<file path="config.mk">
export PLATFORM = sky130hd
export DESIGN_NAME = hex_keypad_entry
export DESIGN_NICKNAME = d
export VERILOG_FILES = /design/src/rtl/hex_keypad_pkg.sv /design/src/rtl/hex_keypad_entry_sync2.sv /design/src/rtl/hex_keypad_entry.sv
export SDC_FILE = /design/constraint.sdc
export NUM_CORES = 1
export LEC_CHECK = 0
export CORE_MARGIN = 5
export CORE_UTILIZATION = 40
export CTS_CLUSTER_DIAMETER = 150
export CTS_CLUSTER_SIZE = 28
export DETAILED_ROUTE_END_ITERATION = 8
export PLACE_DENSITY = 0.73
export RECOVER_POWER = 25
export SLEW_MARGIN = 10
export SYNTH_ARGS = -nofsm -noshare
export SYNTH_HDL_FRONTEND = slang
export SYNTH_SLANG_ARGS = --single-unit
</file>
<file path="constraint.sdc">
create_clock -name clk -period 2.4 [get_ports clk]
set_input_delay 0.36 -clock clk [delete_from_list [all_inputs] [get_ports clk]]
set_output_delay 0.36 -clock clk [all_outputs]
set_load 0.01 [all_outputs]
</file>
<file path="src/rtl/hex_keypad_pkg.sv">
// Shared types and constants for the hex keypad entry block.
package hex_keypad_pkg;

    typedef enum logic [1:0] {
        ST_SCAN     = 2'd0,
        ST_DEBOUNCE = 2'd1,
        ST_PRESSED  = 2'd2,
        ST_RELEASE  = 2'd3
    } kp_state_e;

    localparam logic [3:0] ROW_INIT   = 4'b1110;
    localparam int         KEY_CODE_W = 4;

    // Position of the lowest low bit; callers only use it when some bit is low.
    function automatic logic [1:0] low_index(input logic [3:0] v);
        logic [1:0] idx;
        if (!v[0])      idx = 2'd0;
        else if (!v[1]) idx = 2'd1;
        else if (!v[2]) idx = 2'd2;
        else            idx = 2'd3;
        return idx;
    endfunction

endpackage

</file>
<file path="src/rtl/hex_keypad_entry_sync2.sv">
// Two-flop synchronizer; resets to all-ones so idle (pulled-up) columns read as released.
module sync2 #(
    parameter int WIDTH = 4
) (
    input  logic             clk,
    input  logic             clr,
    input  logic [WIDTH-1:0] din,
    output logic [WIDTH-1:0] dout
);

    logic [WIDTH-1:0] meta_q;
    logic [WIDTH-1:0] meta_d;
    logic [WIDTH-1:0] sync_q;
    logic [WIDTH-1:0] sync_d;

    always_comb begin
        meta_d = din;
        sync_d = meta_q;
    end

    always_ff @(posedge clk or posedge clr) begin
        if (clr) begin
            meta_q <= '1;
            sync_q <= '1;
        end else begin
            meta_q <= meta_d;
            sync_q <= sync_d;
        end
    end

    assign dout = sync_q;

endmodule

</file>
<file path="src/rtl/hex_keypad_entry.sv">
// 4x4 hex keypad scanner: row scan, debounce, and a left-shifting 8-digit entry register.
module hex_keypad_entry
    import hex_keypad_pkg::*;
#(
    parameter int SCAN_DIV_BITS  = 15,
    parameter int DEBOUNCE_SCANS = 4
) (
    input  logic        clk,
    input  logic        clr,
    input  logic [3:0]  col,
    input  logic        entry_clr,
    output logic [3:0]  row,
    output logic [31:0] value,
    output logic        key_valid,
    output logic [KEY_CODE_W-1:0] key_code
);

    logic [3:0] col_s;

    sync2 #(.WIDTH(4)) u_col_sync (
        .clk  (clk),
        .clr  (clr),
        .din  (col),
        .dout (col_s)
    );

    kp_state_e               state_q, state_d;
    logic [SCAN_DIV_BITS-1:0] div_q, div_d;
    logic [3:0]              row_q, row_d;
    logic [1:0]              row_idx_q, row_idx_d;
    logic [1:0]              col_idx_q, col_idx_d;
    logic [3:0]              cnt_q, cnt_d;
    logic [31:0]             value_q, value_d;
    logic                    key_valid_q, key_valid_d;
    logic [KEY_CODE_W-1:0]   key_code_q, key_code_d;

    logic                    tick;
    logic [3:0]              cnt_inc;
    logic [3:0]              row_next;
    logic [KEY_CODE_W-1:0]   code;

    assign tick     = &div_q;
    assign cnt_inc  = cnt_q + 4'd1;
    assign row_next = {row_q[2:0], row_q[3]};
    assign code     = {row_idx_q, col_idx_q};

    always_comb begin
        state_d     = state_q;
        div_d       = div_q + {{(SCAN_DIV_BITS-1){1'b0}}, 1'b1};
        row_d       = row_q;
        row_idx_d   = row_idx_q;
        col_idx_d   = col_idx_q;
        cnt_d       = cnt_q;
        value_d     = value_q;
        key_valid_d = 1'b0;
        key_code_d  = key_code_q;

        case (state_q)
            ST_SCAN: begin
                if (tick) begin
                    if (col_s != 4'hF) begin
                        row_idx_d = low_index(row_q);
                        col_idx_d = low_index(col_s);
                        cnt_d     = 4'd1;
                        state_d   = ST_DEBOUNCE;
                    end else begin
                        row_d = row_next;
                    end
                end
            end
            ST_DEBOUNCE: begin
                if (tick) begin
                    if (col_s[col_idx_q]) begin
                        cnt_d   = 4'd0;
                        row_d   = row_next;
                        state_d = ST_SCAN;
                    end else if (low_index(col_s) == col_idx_q) begin
                        // A lower column joining in just stalls the count.
                        cnt_d = cnt_inc;
                        if (cnt_inc == 4'(DEBOUNCE_SCANS)) begin
                            state_d = ST_PRESSED;
                        end
                    end
                end
            end
            ST_PRESSED: begin
                key_valid_d = 1'b1;
                key_code_d  = code;
                value_d     = {value_q[31-KEY_CODE_W:0], code};
                cnt_d       = 4'd0;
                state_d     = ST_RELEASE;
            end
            ST_RELEASE: begin
                if (tick) begin
                    if (col_s == 4'hF) begin
                        cnt_d = cnt_inc;
                        if (cnt_inc == 4'(DEBOUNCE_SCANS)) begin
                            cnt_d   = 4'd0;
                            row_d   = row_next;
                            state_d = ST_SCAN;
                        end
                    end else begin
                        cnt_d = 4'd0;
                    end
                end
            end
            default: begin
                state_d = ST_SCAN;
            end
        endcase

        // Clear beats a simultaneous shift; the key is still reported.
        if (entry_clr) begin
            value_d = 32'd0;
        end
    end

    always_ff @(posedge clk or posedge clr) begin
        if (clr) begin
            state_q     <= ST_SCAN;
            div_q       <= '0;
            row_q       <= ROW_INIT;
            row_idx_q   <= 2'd0;
            col_idx_q   <= 2'd0;
            cnt_q       <= 4'd0;
            value_q     <= 32'd0;
            key_valid_q <= 1'b0;
            key_code_q  <= '0;
        end else begin
            state_q     <= state_d;
            div_q       <= div_d;
            row_q       <= row_d;
            row_idx_q   <= row_idx_d;
            col_idx_q   <= col_idx_d;
            cnt_q       <= cnt_d;
            value_q     <= value_d;
            key_valid_q <= key_valid_d;
            key_code_q  <= key_code_d;
        end
    end

    assign row       = row_q;
    assign value     = value_q;
    assign key_valid = key_valid_q;
    assign key_code  = key_code_q;

endmodule

</file>
==> results.cfg, run 1 <==
[cts]
root_buffer = clkbuf_8
cts_tree = done
clk_pin_slew_worst_paths_ns = 0.07
clock_sinks = 74
cts_buffer_depth = 2
post_cts_buffers = 0
htreeDepth = 3
ctsHoldBuffers = 0
cts_buffers = 9
cts_resized = 0
clock_latency_ns = 0.35

[yosys]
async_reset_ff_share_pct = 100
synth_edf_count = 0
synth_top_area_share_pct = 50.4
ys_top_cells_by_area = dfrtp_1, nand2_1, dfstp_2
yosysSeqAreaShare_pct = 59.6
synth_area_leader_cell = dfrtp_1
yosys_most_used_dff = dfrtp_1
synth.distinct_cells = 39
ys_ff_latch = 74
synth_area_mm2 = 0.00313
yosys_warnings = 0
synthCells = 311
synth_nets = 321
syn_avg_cell_area_um2 = 10.1

[routing]
routedWlPerCell_um = 13.2
dr.first_iter.drc_count = 152
wirelength_mm = 6.19
antenna_left = 0
drc = 0
drt_first_pass_iters = 4
vias = 2368
vias_per_cell = 5.06

[worst_setup_path]
cp_cell_sequence = nand3_1 > o21a_1 > o21ai_0 > o211ai_2 > or4b_1 > o211ai_2
cp_slowest_stage_delay_ns = 0.58
crit_slowest_cell = dfstp_2
critPathLaunchType = register
path_max_fanout = 7
criticalPathCategory = reg -> reg
required_ns = 2.67
cp.arrival_ns = 2.35
endpoint_kind = register
cp_num_buf_inv = 0
cp_top_family = compound AO/OA/AOI/OAI gates
cpMostUsedCell = o211ai_2

[floorplan]
core-area_mm2 = 0.00769
die_x_um = 98.5
die_area_mm2 = 0.00970
die_h_um = 98.5
pin_count = 48
row_count = 32
initial_core_util_pct = 40.7

[sta]
whs_ns = 0.357
finalCritPeriodShare_pct = 86.9
fin_tns_setup_ns = 0
worst_pin_slew_ns = 1.55
setup_viol = 0
rsz0062_at_grt = no
period_needed_ns = 2.09
report.final.slew_viol_count = 75
fin_worst_skew_ns = 0.0100
worst_slack_ns = 0.314
hold_violations = 0
max_clock_freq_mhz = 479
slew_headroom_pct = -3.61

[global_route]
antenna_found_initial = 0
overflow = 0
grt_pass1_wl_mm = 10.4
grt_start_max_net_pins = 75
track_usage_pct = 13.2
grt_pass1_vias = 2239

[finish]
drive_gt1_share_pct = 11.7
final_util_pct = 51.1
nFillCells = 718
area_growth_pct = 25.4
final_area_mm2 = 0.00393
n_antenna_cell = 0
finalNonFillerCells = 468
fin_nets = 371

[placement]
dp_cells = 452
dp_slack_ns = 0.349
place_congestion = 0.799
place_area_mm2 = 0.00372
post-dp-hpwl_mm = 4.11
io_buffer_count = 47

[pwr]
switchingPower_mw = 0.505
p_seq_share_pct = 53.4
finalPower_mw = 2.37
power_frac_clock_pct = 44.2
combPwrFrac_pct = 2.4
p_sw_share_pct = 21.3
p_per_area_mw_per_mm2 = 603
internal-power_mw = 1.86
p_leak_nw = 1.65
ir_drop_mv = 0.458

[outcome]
outcome = complete, but fails checks
violations = max-capacitance violations, max-slew violations

[job]
drv_cap = 1

[worst_hold_path]
hp-class = reg -> reg
==> cell usage in the layout, fill, tap and decap left out, types with 5 or more instances in the layout <==
master and instances:
nor2_1 9, dlygate4sd3_1 5, clkdlybuf4s50_1 42, inv_1 9, o21ai_0 12, nand4_1 5, dfstp_2 11, clkbuf_8 9
xnor2_1 11, nand2_1 91, a21oi_1 37, nand3_1 9, dfrtp_1 63
==> layout make-up <==
cell class                 instances  area (µm²)  area share, %
sequential                        74        1870           47.5
multi-input combinational        215        1180           30.1
timing repair buffer              51         498           12.7
clock buffer                      10         128           3.25
tap                              102         128           3.25
clock inverter                     6        88.8           2.26
inverter                          10        37.5          0.956
==> cell usage after synthesis (all sizes together) (2+ instances only) <==
master and count:
a21oi 37, a31oi 2, and2 2, and4 2, buf 6, clkbuf 6
dfrtp 63, dfstp 11, ha 3, inv 10, mux2 4, nand2 91
nand2b 2, nand3 9, nand4 6, nor2 10, nor3 3, o211ai 2
o21ai 13, o22ai 2, xnor2 11, xor2 4
==> power by group through the flow <==
stage / Sequential (mW) / Combinational, mW / Clock (mW)
floorplan: 1.29 / 0.0364 / 0
global placement: 1.29 / 0.0621 / 0
detailed placement: 1.29 / 0.0629 / 0
CTS: 1.26 / 0.0632 / 1.08
global route: 1.27 / 0.0642 / 1.14
finish: 1.26 / 0.0561 / 1.05
==> registers in the layout, indices dropped and copies added (netlist names), 4 cells and up, named ones only <==
| register | cells |
|---|---|
| row | 4 |
| value | 32 |
| cnt_q | 4 |
| u_col_sync.meta_q | 4 |
| div_q | 15 |
| u_col_sync.dout | 4 |
| key_code | 4 |
==> layer usage <==
metal / track usage (%) / vias to the layer above / routed length, µm
met2: 21.0 / 70 / 2900
met3: 4.39 / 10 / 360
met5: 0 / - / 0
met4: 5.36 / 0 / 92
li1: - / 1142 / -
met1: 16.7 / 1146 / 2830
==> path summary, 6_finish.rpt <==
path,start,endpoint,slack [ns],cells after the start
min in group asynchronous,clr,key_code[2]$_DFFE_PP0P_,1.01,3
min reg2reg,u_col_sync.meta_q[1]$_DFF_PP1_,u_col_sync.dout[1]$_DFF_PP1_,0.36,0
min,u_col_sync.meta_q[1]$_DFF_PP1_,u_col_sync.dout[1]$_DFF_PP1_,0.36,0
max,u_col_sync.dout[1]$_DFF_PP1_,cnt_q[2]$_DFFE_PP0P_,0.31,6
max in group asynchronous,clr,cnt_q[0]$_DFFE_PP0P_,0.47,3
max reg2reg,u_col_sync.dout[1]$_DFF_PP1_,cnt_q[2]$_DFFE_PP0P_,0.31,6
==> cell families after synthesis <==
logic type / count (synthesis) / synth area share (%)
AO/OA/AOI/OAI: 61 / 11.1
XOR/XNOR: 15 / 4.20
adder cells (fa/ha/maj): 3 / 1.20
buffers and inverters: 22 / 2.68
flip-flops: 74 / 59.6
multiplexers: 5 / 2.16
AND/OR/NAND/NOR: 131 / 19.1
No activity file was read; power rests on OpenSTA's default activity.
==> run 2, diff against run 1 <==
PLACE_DENSITY = default   (was 0.73)
PLACE_DENSITY_LB_ADDON = 0.2   (was default)
==> results.cfg, run 2 (synthesized netlist as in run 1, its figures left out) <==
[worst_setup_path]
cp_slowest_stage_delay_ns = 0.59
crit_slowest_cell = dfstp_2
cp_top_family = compound AO/OA/AOI/OAI gates
cp_cell_sequence = nand3_1 > o21a_1 > o21ai_0 > o211ai_2 > or4b_1 > o211ai_2
criticalPathCategory = reg -> reg
path_max_fanout = 7
cp.arrival_ns = 2.35
cpMostUsedCell = o211ai_2
required_ns = 2.65
critical_path.startpoint = u_col_sync.dout[1]$_DFF_PP1_
endpoint_kind = register
r2r_start = u_col_sync.dout[1]$_DFF_PP1_
cp_num_buf_inv = 0
critPathLaunchType = register

[sta]
finalCritPeriodShare_pct = 87.6
period_needed_ns = 2.10
fin_tns_setup_ns = 0
worst_slack_ns = 0.298
slew_headroom_pct = -6.26
whs_ns = 0.358
hold_violations = 0
worst_pin_slew_ns = 1.59
report.final.slew_viol_count = 75
max_clock_freq_mhz = 476
fin_worst_skew_ns = 0.00944
setup_viol = 0
rsz0062_at_grt = no

[cts]
clock_sinks = 74
cts_tree = done
cts_buffers = 9
root_buffer = clkbuf_8
clk_pin_slew_worst_paths_ns = 0.08
htreeDepth = 3
cts_buffer_depth = 2
clock_latency_ns = 0.33
ctsHoldBuffers = 0
post_cts_buffers = 0
cts_resized = 0

[placement]
place_congestion = 0.836
post-dp-hpwl_mm = 4.19
io_buffer_count = 47
dp_slack_ns = 0.327
place_area_mm2 = 0.00374

[outcome]
outcome = complete, but fails checks
violations = max-capacitance violations, max-slew violations

[global_route]
grt_pass1_vias = 2296
grt_pass1_wl_mm = 10.6
overflow = 0
track_usage_pct = 13.5
grt_start_max_net_pins = 75
antenna_found_initial = 0

[job]
drv_cap = 1

[floorplan]
die_x_um = 98.5
die_area_mm2 = 0.00970
initial_core_util_pct = 40.7
die_h_um = 98.5
pin_count = 48
row_count = 32
core-area_mm2 = 0.00769

[finish]
largest_register_ffs = 32
layout.cells.most_common_list = nand2_1, dfrtp_1, clkdlybuf4s50_1
fin_nets = 371
n_antenna_cell = 0
final_area_mm2 = 0.00392
drive_gt1_share_pct = 12.3
area_growth_pct = 25.3
final_common_cell = nand2_1

[worst_hold_path]
hp-class = reg -> reg
min_from = u_col_sync.meta_q[2]$_DFF_PP1_

[routing]
routedWlPerCell_um = 13.1
drc = 0
antenna_left = 0
vias = 2318
dr.first_iter.drc_count = 71
drt_first_pass_iters = 4
vias_per_cell = 4.95
wirelength_mm = 6.13

[pwr]
ir_drop_mv = 0.306
p_per_area_mw_per_mm2 = 581
p_leak_nw = 1.64
[run 2: worst register-to-register path: stages, from the launching register on]
cell      delay (ns)
dfstp_2         0.59
nand3_1         0.09
o21a_1          0.12
o21ai_0         0.44
o211ai_2        0.19
or4b_1          0.51
o211ai_2        0.09
[run 2: report_power, final]
| part | switching [mW] | internal (mW) | leakage (nW) | total [mW] |
|---|---|---|---|---|
| Sequential | 0.00566 | 1.26 | 0.981 | 1.26 |
| Combinational | 0.0404 | 0.0157 | 0.568 | 0.0561 |
| Clock | 0.471 | 0.487 | 0.0885 | 0.958 |
[run 2: per-layer routing]
metal / vias to the layer above / track usage, % / routed length (µm)
met1: 1117 / 17.5 / 2860
met5: - / 0 / 0
met3: 8 / 2.62 / 282
met2: 48 / 21.7 / 2900
li1: 1145 / - / -
met4: 0 / 6.20 / 90
[run 2: layout make-up]
| class | instances | area, µm² |
|---|---|---|
| multi-input cells | 215 | 1180 |
| fillers | 730 | 3760 |
| clock inverters | 7 | 77.6 |
| flip-flops and latches | 74 | 1870 |
| repair buffers | 51 | 510 |
| well taps | 102 | 128 |
| clock buffers | 9 | 124 |
| inverters | 10 | 37.5 |
[run 2: metrics by stage]
step           total power, mW  utilization, %  cells
2_1_floorplan             1.32               -    311
3_3_place_gp              1.35            48.6    452
4_1_cts                   2.33            51.2    468
6_report                  2.28            51.0    468
3_5_place_dp              1.35            48.6    452
5_1_grt                   2.38            51.0    468
[run 2: path summary, 6_finish.rpt]
kind	to	depth (start not counted)	slack, ns
hold / removal	u_col_sync.dout[2]$_DFF_PP1_	0	0.36
setup / recovery	cnt_q[2]$_DFFE_PP0P_	6	0.30
hold reg to reg	u_col_sync.dout[2]$_DFF_PP1_	0	0.36
min in group asynchronous	key_valid$_DFF_PP0_	3	0.89
setup reg to reg	cnt_q[2]$_DFFE_PP0P_	6	0.30
max in group asynchronous	value[30]$_DFFE_PP0P_	3	0.56
==> run 3, diff against run 2 <==
REMOVE_ABC_BUFFERS = 1   (was default)
clock period = 2.25 ns   (was 2.4 ns; I/O delays follow)
==> results.cfg, run 3 (synthesized netlist as in run 1, its figures left out) <==
[finish]
multi_input_area_mm2 = 0.00118
drive_gt1_share_pct = 12.0
final_common_cell = nand2_1
n_antenna_cell = 0
finalNonFillerCells = 468
fin_nets = 371
largest_register_ffs = 32
nFillCells = 736
layout.cells.most_common_list = nand2_1, dfrtp_1, clkdlybuf4s50_1
area_growth_pct = 25.1
regArea_mm2 = 0.00187

[sta]
worst_pin_slew_ns = 0.987
worst_slack_ns = 0.0837
rsz0062_at_grt = no
slew_headroom_pct = 34.2
fin_tns_setup_ns = 0
finalCritPeriodShare_pct = 96.3
period_needed_ns = 2.17
setup_viol = 0
hold_violations = 0
fin_worst_skew_ns = 0.0116
max_clock_freq_mhz = 462
report.final.slew_viol_count = 0

[worst_setup_path]
cp_cell_sequence = nand3_1 > o21a_1 > o21ai_0 > o211ai_2 > or4b_1 > o211ai_2
endpoint_kind = register
critPathLaunchType = register
r2r_cells = 6
r2r-end = cnt_q[2]$_DFFE_PP0P_
criticalPathCategory = reg -> reg
path_max_fanout = 7
reg2reg_slack_ns = 0.08
cpMostUsedCell = o211ai_2
cp_slowest_stage_delay_ns = 0.59
r2r_start = u_col_sync.dout[1]$_DFF_PP1_
crit_slowest_cell = dfstp_2
cp_top_family = compound AO/OA/AOI/OAI gates
required_ns = 2.50
cp_num_buf_inv = 0
cp.arrival_ns = 2.42

[cts]
cts_buffer_depth = 2
clock_latency_ns = 0.34
cts_buffers = 9
ctsHoldBuffers = 0
post_cts_buffers = 0
htreeDepth = 3
cts_tree = done
clock_sinks = 74
clk_pin_slew_worst_paths_ns = 0.08
root_buffer = clkbuf_8
cts_resized = 0

[pwr]
p_leak_nw = 1.65
ir_drop_mv = 0.452
p_per_area_mw_per_mm2 = 624

[worst_hold_path]
hold_end = u_col_sync.dout[1]$_DFF_PP1_
holdPathStages = 0
hp-class = reg -> reg
min_from = u_col_sync.meta_q[1]$_DFF_PP1_

[routing]
antenna_left = 0
dr.first_iter.drc_count = 70
drt_first_pass_iters = 4
vias_per_cell = 4.87
routedWlPerCell_um = 13.0
wirelength_mm = 6.06
vias = 2279
drc = 0

[placement]
dp_slack_ns = 0.165
io_buffer_count = 47
dp_cells = 452
post-dp-hpwl_mm = 4.02
place_congestion = 0.801

[floorplan]
die_x_um = 98.5
initial_core_util_pct = 40.7
core-area_mm2 = 0.00769
row_count = 32
die_area_mm2 = 0.00970
die_h_um = 98.5
pin_count = 48

[global_route]
track_usage_pct = 13.4
grt_start_max_net_pins = 75
antenna_found_initial = 0
grt_pass1_wl_mm = 10.7
grt_pass1_vias = 2192
overflow = 0

[outcome]
outcome = completed

[job]
drv_cap = 0
## run 3: worst max-delay path by stage
| stage | from | to | slack [ns] | depth (start not counted) |
|---|---|---|---|---|
| final | u_col_sync.dout[1]$_DFF_PP1_ | cnt_q[2]$_DFFE_PP0P_ | 0.08 | 6 |
| after global routing | u_col_sync.dout[1]$_DFF_PP1_ | cnt_q[2]$_DFFE_PP0P_ | 0.0005 | 6 |
| after CTS | u_col_sync.dout[1]$_DFF_PP1_ | cnt_q[2]$_DFFE_PP0P_ | 0.13 | 6 |
| after detailed placement | u_col_sync.dout[1]$_DFF_PP1_ | cnt_q[2]$_DFFE_PP0P_ | 0.16 | 6 |
| after global placement | u_col_sync.dout[1]$_DFF_PP1_ | cnt_q[2]$_DFFE_PP0P_ | 0.22 | 6 |
| after floorplan | state_q[0]$_DFFE_PP0P_ | value[0]$_DFFE_PP0P_ | 0.01 | 4 |
## run 3: routing by layer
layer / vias up / global-route usage [%] / routed length, µm
met5: - / 0 / 0
met4: 0 / 5.67 / 79
met3: 7 / 3.61 / 311
met2: 51 / 19.8 / 2700
met1: 1082 / 18.8 / 2970
li1: 1139 / - / -
## run 3: power by group
part / total [mW] / internal, mW / switching (mW)
logic: 0.0601 / 0.0168 / 0.0432
clock network: 1.04 / 0.571 / 0.466
registers: 1.35 / 1.34 / 0.00585
total: 2.45 / 1.93 / 0.515
## run 3: metrics by stage
step                total power [mW]  hold slack [ns]  util (%)  cell area [µm²]
floorplan                       1.40            0.342         -             3080
global placement                1.44            0.345      48.5             3720
detailed placement              1.44            0.347      48.5             3720
CTS                             2.49            0.352      51.1             3930
global route                    2.57            0.353      51.0             3920
finish                          2.45            0.345      51.0             3920
## run 3: area by class of cell
type                       count  share of cell area, %
multi-input combinational    215                   30.2
timing repair buffer          51                   12.8
tap                          102                   3.26
inverter                      10                  0.958
sequential                    74                   47.6
clock inverter                 4                   1.28
clock buffer                  12                   3.96
## run 3: worst reg2reg max path, stage by stage (launching register included)
cell and delay [ns]:
dfstp_2 0.59, nand3_1 0.08, o21a_1 0.11, o21ai_0 0.50, o211ai_2 0.21, or4b_1 0.51
o211ai_2 0.08
